==> src/rtl/calc_seq.sv <==
// calc_seq: sequencer for the BCD calculator (DEC->BIN A/B, ALD, BIN->DEC).
// Option macro CALC_SEQ_OVF_SAT_EN: on overflow skip B2D, saturate result.
module calc_seq #(
  parameter int TO_CYC = 1024,
  parameter int TO_W   = 11
) (
  input  logic        clk,
  input  logic        rst_n,
  input  logic        go,
  input  logic [15:0] Adec,
  input  logic [15:0] Bdec,
  output logic [15:0] cvt_di,
  output logic        cvt_st,
  input  logic        cvt_rdy,
  input  logic [15:0] cvt_bin,
  output logic [15:0] opA,
  output logic [15:0] opB,
  output logic        alu_st,
  input  logic        alu_rdy,
  input  logic [31:0] alu_q,
  output logic [26:0] b2d_bin,
  output logic        b2d_st,
  input  logic        b2d_rdy,
  input  logic [31:0] b2d_dec,
  output logic [31:0] result,
  output logic        busy,
  output logic        valid,
  output logic        ovf,
  output logic        err
);

  typedef enum logic [2:0] {IDLE, CA, CB, ALU, B2D} state_t;

  localparam logic [31:0]     MAX_DEC = 32'd99_999_999;
  localparam logic [TO_W-1:0] TO_LAST = TO_W'(TO_CYC - 1);

  state_t      state_q, state_d;
  logic        go_q;
  logic [15:0] a_q, a_d, b_q, b_d;
  logic [TO_W-1:0] cnt_q, cnt_d;
  logic [15:0] cvt_di_q, cvt_di_d;
  logic        cvt_st_q, cvt_st_d;
  logic [15:0] opA_q, opA_d, opB_q, opB_d;
  logic        alu_st_q, alu_st_d;
  logic [26:0] b2d_bin_q, b2d_bin_d;
  logic        b2d_st_q, b2d_st_d;
  logic [31:0] result_q, result_d;
  logic        busy_q, busy_d;
  logic        valid_q, valid_d;
  logic        ovf_q, ovf_d;
  logic        err_q, err_d;
  logic        go_rise, rdy, rdy_ok, tmo;

  assign go_rise = go & ~go_q;
  // rdy seen while our own start pulse is still out is a stale response
  assign rdy_ok  = rdy & ~(cvt_st_q | alu_st_q | b2d_st_q);
  assign tmo     = (cnt_q == TO_LAST);

  // select the done pulse of the stage currently waiting
  always_comb begin
    rdy = 1'b0;
    unique case (state_q)
      CA, CB:  rdy = cvt_rdy;
      ALU:     rdy = alu_rdy;
      B2D:     rdy = b2d_rdy;
      default: rdy = 1'b0;
    endcase
  end

  // next state, stage hand-offs and timeout handling
  always_comb begin
    state_d   = state_q;
    a_d       = a_q;
    b_d       = b_q;
    cnt_d     = (state_q == IDLE) ? cnt_q : cnt_q + 1'b1;
    cvt_di_d  = cvt_di_q;
    cvt_st_d  = 1'b0;
    opA_d     = opA_q;
    opB_d     = opB_q;
    alu_st_d  = 1'b0;
    b2d_bin_d = b2d_bin_q;
    b2d_st_d  = 1'b0;
    result_d  = result_q;
    busy_d    = busy_q;
    valid_d   = valid_q;
    ovf_d     = ovf_q;
    err_d     = err_q;
    unique case (state_q)
      IDLE: begin
        if (go_rise) begin
          state_d  = CA;
          a_d      = Adec;
          b_d      = Bdec;
          cvt_di_d = Adec;
          cvt_st_d = 1'b1;
          cnt_d    = '0;
          busy_d   = 1'b1;
          valid_d  = 1'b0;
          ovf_d    = 1'b0;
          err_d    = 1'b0;
        end
      end
      CA: begin
        if (rdy_ok) begin
          opA_d    = cvt_bin;
          cvt_di_d = b_q;
          cvt_st_d = 1'b1;
          cnt_d    = '0;
          state_d  = CB;
        end
      end
      CB: begin
        if (rdy_ok) begin
          opB_d    = cvt_bin;
          alu_st_d = 1'b1;
          cnt_d    = '0;
          state_d  = ALU;
        end
      end
      ALU: begin
        if (rdy_ok) begin
          b2d_bin_d = alu_q[26:0];
          ovf_d     = (alu_q > MAX_DEC);
          cnt_d     = '0;
`ifdef CALC_SEQ_OVF_SAT_EN
          if (alu_q > MAX_DEC) begin
            result_d = 32'h9999_9999;
            valid_d  = 1'b1;
            busy_d   = 1'b0;
            state_d  = IDLE;
          end else begin
            b2d_st_d = 1'b1;
            state_d  = B2D;
          end
`else
          b2d_st_d = 1'b1;
          state_d  = B2D;
`endif
        end
      end
      B2D: begin
        if (rdy_ok) begin
          result_d = b2d_dec;
          valid_d  = 1'b1;
          busy_d   = 1'b0;
          state_d  = IDLE;
        end
      end
      default: state_d = IDLE;
    endcase
    if (state_q != IDLE && !rdy_ok && tmo) begin
      err_d   = 1'b1;
      busy_d  = 1'b0;
      valid_d = 1'b0;
      state_d = IDLE;
    end
  end

  // state and output registers; go_q resets high so a held go cannot start
  always_ff @(posedge clk or negedge rst_n) begin
    if (!rst_n) begin
      state_q   <= IDLE;
      go_q      <= 1'b1;
      a_q       <= '0;
      b_q       <= '0;
      cnt_q     <= '0;
      cvt_di_q  <= '0;
      cvt_st_q  <= 1'b0;
      opA_q     <= '0;
      opB_q     <= '0;
      alu_st_q  <= 1'b0;
      b2d_bin_q <= '0;
      b2d_st_q  <= 1'b0;
      result_q  <= '0;
      busy_q    <= 1'b0;
      valid_q   <= 1'b0;
      ovf_q     <= 1'b0;
      err_q     <= 1'b0;
    end else begin
      state_q   <= state_d;
      go_q      <= go;
      a_q       <= a_d;
      b_q       <= b_d;
      cnt_q     <= cnt_d;
      cvt_di_q  <= cvt_di_d;
      cvt_st_q  <= cvt_st_d;
      opA_q     <= opA_d;
      opB_q     <= opB_d;
      alu_st_q  <= alu_st_d;
      b2d_bin_q <= b2d_bin_d;
      b2d_st_q  <= b2d_st_d;
      result_q  <= result_d;
      busy_q    <= busy_d;
      valid_q   <= valid_d;
      ovf_q     <= ovf_d;
      err_q     <= err_d;
    end
  end

  assign cvt_di  = cvt_di_q;
  assign cvt_st  = cvt_st_q;
  assign opA     = opA_q;
  assign opB     = opB_q;
  assign alu_st  = alu_st_q;
  assign b2d_bin = b2d_bin_q;
  assign b2d_st  = b2d_st_q;
  assign result  = result_q;
  assign busy    = busy_q;
  assign valid   = valid_q;
  assign ovf     = ovf_q;
  assign err     = err_q;

endmodule

==> config.mk <==
export PLATFORM = sky130hd
export DESIGN_NAME = calc_seq
export DESIGN_NICKNAME = d
export VERILOG_FILES = /design/src/rtl/calc_seq.sv
export SDC_FILE = /design/constraint.sdc
export NUM_CORES = 1
export LEC_CHECK = 0
export BUFFER_PORTS_ARGS = -buffer_cell sky130_fd_sc_hd__buf_4
export CAP_MARGIN = 0
export CORE_ASPECT_RATIO = 1.75
export CORE_UTILIZATION = 49
export CTS_CLUSTER_SIZE = 12
export DETAILED_ROUTE_END_ITERATION = 10
export PLACE_DENSITY_LB_ADDON = 0.25
export SLEW_MARGIN = 15
export SYNTH_ARGS = -nofsm -noshare
export SYNTH_HDL_FRONTEND = slang
export SYNTH_SLANG_ARGS = --single-unit
==> constraint.sdc <==
create_clock -name clk -period 3 [get_ports clk]
set_input_delay 0.6 -clock clk [delete_from_list [all_inputs] [get_ports clk]]
set_output_delay 0.6 -clock clk [all_outputs]
set_load 0.02 [all_outputs]
### After elaboration in Yosys (flattened, before gate mapping)

Cells that the tools add are included.

* register bits: 145
* input bits: 118

* add/sub/neg operators: 1
* order comparisons: 1
* equality and inequality tests: 13
* mux-type cells: 32
* bitwise gates (word level): 6
* reductions and logical operators: 22

Operators by type and width (number)
* two-way mux 11 bit: 3
* > comparator 32 x 27 -> 1 bit (second input constant): 1
* two-way mux 16 bit: 2
* case mux 16 bit (2 select lines): 1
* case mux 11 bit (2 select lines): 1
* two-way mux 3 bit: 6
* case mux 3 bit (5 select lines): 1
* two-way mux 1 bit: 13
* != test 3 bit (second input constant): 4
* AND reduction 2 bit: 6
* adder 11 x 1 -> 11 bit (second input constant): 1
* == test 11 x 10 -> 1 bit (second input constant): 1
* AND reduction 3 bit: 3
* case mux 1 bit (2 select lines): 4
* nonzero test 2 bit: 4
* == test 3 x 2 -> 1 bit (second input constant): 2
* != test 2 bit (second input constant): 3
* nonzero test 3 bit: 2
* AND reduction 5 bit: 1
* == test 3 x 1 -> 1 bit (second input constant): 1
* == test 3 bit (second input constant): 1
* zero test 3 bit: 1
* != test 3 x 2 -> 1 bit (second input constant): 1
* case mux 1 bit (3 select lines): 1
* 7 further kinds: 11

### Depth between registers and ports, before layout

* depth after elaboration: 9
* mapped depth: 7

### Worst setup path before layout

No wires, ideal clock.

* kind: input to register
* start: input port b2d_rdy
* end: register opB_q[10] (netlist: opB[10])
* library setup time: 125 ps
* arrival time: 2017 ps
* data required time: 2875 ps
* path slack: 858 ps
* stages on the path: 6
* buffers on the path: 2
* path through: and4bb_2 a211oi_4 or4_1 buf_6 buf_6 mux2_4

* longest elaborated chain between the ends: 3

RTL lines
* from (decl): RTL line 23 `input logic b2d_rdy,`
* case mux 1 bit (3 select lines): RTL line 62 `unique case (state_q)`
* bitwise AND 1 bit: RTL line 56 `assign rdy_ok = rdy & ~(cvt_st_q | alu_st_q | b2d_st_q);`
* AND reduction 2 bit (no source line)
* to (signal assigned): RTL line 188 `opB_q <= opB_d;`
* to (decl): RTL line 43 `logic [15:0] opA_q, opA_d, opB_q, opB_d;`

No other way between the ends.
A chain may end at the register's enable or synchronous reset.

### Final worst setup path

* start: register state_q[1]
* end: register opB_q[5] (netlist: opB[5])

* longest elaborated chain between the ends: 5

RTL lines
* from (decl): RTL line 37 `state_t state_q, state_d;`
* from (signal assigned): RTL line 180 `state_q <= state_d;`
* == test 3 x 2 -> 1 bit / == test 3 x 1 -> 1 bit (equally long branches): RTL line 62, 88
* OR reduction 2 bit: RTL line 62
* case mux 1 bit (3 select lines): RTL line 62
* bitwise AND 1 bit: RTL line 56
* AND reduction 2 bit (no source line) *

Every way passes the cells marked *; elsewhere a longest branch is shown, timed or not.

==> flow_summary_export.csv <==
group,metric,value,unit
drt,ant_nets,0,
synthesis,ys_types,49,
synthesis,synth_seq_cells,145,
synthesis,synth_area_leader_cell,"dfrtp_1",
power,leakagePower,0.00426,uW
floorplan,core,12100,um^2
floorplan,num_rows,53,
power,seqPwrFrac,0.357,
grt,grt_max_degree,59,
clock_tree,path_clk_slew,0.06,ns
placed_design,port_buffers,231,
timing,period_share,0.793,
grt,grt_remaining_overflow,0,
clock_tree,cts_tree,"built",
drt,drc,0,
clock_tree,numCtsBuffers,17,
placed_design,dp_hpwl,11.2,mm
synthesis,synthArstFlopShare,1.00,
floorplan,die_h,149,um
drt,dr.pass1.iters,4,
timing,setup_viol,0,
drt,drt_iter0_markers,176,
synthesis,syn_area,6080,um^2
timing,slew_headroom,0.391,
worst_setup_path,cp-end-kind,"flip-flop",
power,ir_drop,0.000602,V
clock_tree,root_buffer,"clkbuf_16",
floorplan,dieArea,12900,um^2
worst_setup_path,worstPathRequired,3.30,ns
drt,drt-total-wl,14.9,mm
placed_design,place.gp.congestion,0.890,
synthesis,synth_top_area_share,0.593,
grt,grt_usage,0.240,
timing,finalCriticalPeriod,2.38,ns
clock_tree,cts_sinks,145,
clock_tree,cts_resized,0,
synthesis,yosys_warnings,0,
power,switching_share,0.349,
final_layout,area_growth,41.3,%
synthesis,avgSynthCellArea,14.4,um^2
power,switchingPower,3030,uW
synthesis,yosys_most_used_dff,"dfrtp_1",
timing,hold_viol,0,
final_layout,multi_input_area,2320,um^2
clock_tree,cts.path.max_buffers,2,
final_layout,layout.nets,783,
synthesis,synth_edf_count,0,
timing,rsz0062_at_grt,"no",
final_layout,layout-drive-gt1-share,0.622,
clock_tree,cts_setup_buffers,0,
clock_tree,hold_buffers,0,
floorplan,dieWidth,86.2,um
drt,wl_per_cell,17.7,um
final_layout,fin_cells,842,
power,power_density,1010,nW/um^2
timing,tightest_slew,0.905,ns
grt,grt_pass1_wl,23.3,mm
drt,vias_per_cell,5.21,
final_layout,regArea,3630,um^2
worst_setup_path,crit_arrival,2.68,ns
timing,clock_skew,0.0158,ns
final_layout,n_fill_cell,890,
floorplan,initial_utilization,0.504,
synthesis,synthTopCellsByArea,"dfrtp_1, mux2_2, mux2_4, nand2_1, o21ai_0",
grt,antenna_found_initial,0,
timing,max_freq,420,MHz
drt,vias,4391,
final_layout,antennaDiodeCount,0,
timing,slew_violations,0,
worst_setup_path,crit_type,"flip-flop to flip-flop",
floorplan,ios,232,
min_path,worstHoldPathType,"input port to async pin",
synthesis,netlist_instances,423,
clock_tree,htree_levels,4,
worst_setup_path,start_kind,"flip-flop",
synthesis,synth_seq_area_share,0.597,
worst_setup_path,cp_max_fo,18,
grt,grt_pass1_vias,4826,
flow_run,cap_violations,0,
power,p_int,5650,uW
run_status,status,"completed",
power,clock_power_share,0.236,
power,combPwrFrac,0.407,
clock_tree,clk_latency,0.43,ns
timing,fin_setup_tns,0,ns
synthesis,syn_nets,542,
placed_design,place_inst,810,
path summary, 6_finish.rpt:
kind                            depth (start not counted)      to  startpoint  slack [ns]
worst max-delay path                                    5  opB[5]  state_q[1]        0.62
worst min-delay path                                    1  opA[1]       rst_n        0.11
worst max register to register                          5  opB[5]  state_q[1]        0.62
worst min register to register                          1     err         err        0.49
max in group asynchronous                               2    go_q       rst_n        2.00
min in group clk                                        1    go_q          go        0.29
metal layers:
layer,vias to the layer above,part of all wire,GRT usage
met2,174,0.58,0.461
li1,2013,-,-
met1,2178,0.33,0.231
met3,26,0.062,0.0653
met5,-,0,0
met4,0,0.026,0.111
power by group through the flow:
stage | registers (uW) | clock network, uW | logic (uW)
2_1_floorplan | 3690 | 0 | 1550
3_3_place_gp | 3080 | 0 | 3470
3_5_place_dp | 3120 | 0 | 3560
4_1_cts | 3100 | 2090 | 3570
5_1_grt | 3190 | 2150 | 3770
6_report | 3100 | 2050 | 3530
area by class of cell:
type,instances,share of cell area
Inverter,5,0.00219
Sequential cell,145,0.423
Timing Repair Buffer,241,0.213
Multi-Input combinational cell,254,0.271
Clock buffer,19,0.0528
Clock inverter,13,0.0150
Tap cell,165,0.0240
cell usage in the layout, fill, tap and decap left out, types with 2 or more instances in the layout:
master,instances
inv_6,3
nand3_1,6
a211o_1,2
nand4_1,6
clkbuf_16,17
xnor2_1,6
clkinvlp_4,2
a21oi_1,5
clkbuf_8,2
nor3_1,4
or3_1,3
clkinv_4,6
a211oi_1,2
nor4_1,6
dfrtp_1,144
and4bb_2,2
a21o_1,3
nand4b_1,2
buf_4,239
nor2_1,7
nand2b_1,2
mux2_2,132
inv_1,5
o21ai_0,12
mux2_4,8
nand2_1,22
through the flow:
step	setup WS [ns]	util	total power (uW)	hold slack [ns]	cell area, um^2
after detailed placement	0.573	0.663	6680	0.475	8000
after CTS	0.646	0.711	8760	0.121	8590
after global routing	0.525	0.711	9110	0.149	8590
final	0.621	0.711	8670	0.111	8590
after global placement	0.602	0.663	6550	0.467	8000
after floorplan	0.858	-	5240	0.304	6080
worst max-delay path, cell delays in order, from the launching register on:
cell,delay (ns)
dfrtp_1,0.53
mux2_2,0.42
a211oi_4,0.45
or4_1,0.19
buf_4,0.28
mux2_2,0.38
registers in the layout, indices dropped and copies added, names as in the netlist, 3 cells and up:
name,flops
cvt_di,16
b_q,16
cnt_q,11
state_q,3
result,32
opB,16
opA,16
b2d_bin,27
logic make-up after synthesis:
logic type                 share of synthesized area
AOI/OAI and AO/OA                             0.0441
xor gates and xnor gates                     0.00865
adders and majority gates                    0.00206
buffers and inverters                         0.0206
DFF                                            0.597
muxes                                          0.266
and+or+nand+nor                               0.0616
Yosys cell counts, types with 2 or more instances:
library cell	n
dfrtp_1	144
mux2_2	132
nand2_1	22
o21ai_0	12
clkbuf_1	10
mux2_4	8
nor2_1	7
nand3_1	6
nand4_1	6
nor4_1	6
xnor2_1	6
a21oi_1	5
inv_1	5
buf_2	4
nor3_1	4
a21o_1	3
buf_6	3
or3_1	3
a211o_1	2
a211oi_1	2
and4bb_2	2
buf_4	2
nand2b_1	2
nand4b_1	2
Note: power is estimated with default switching activity, not from simulation.
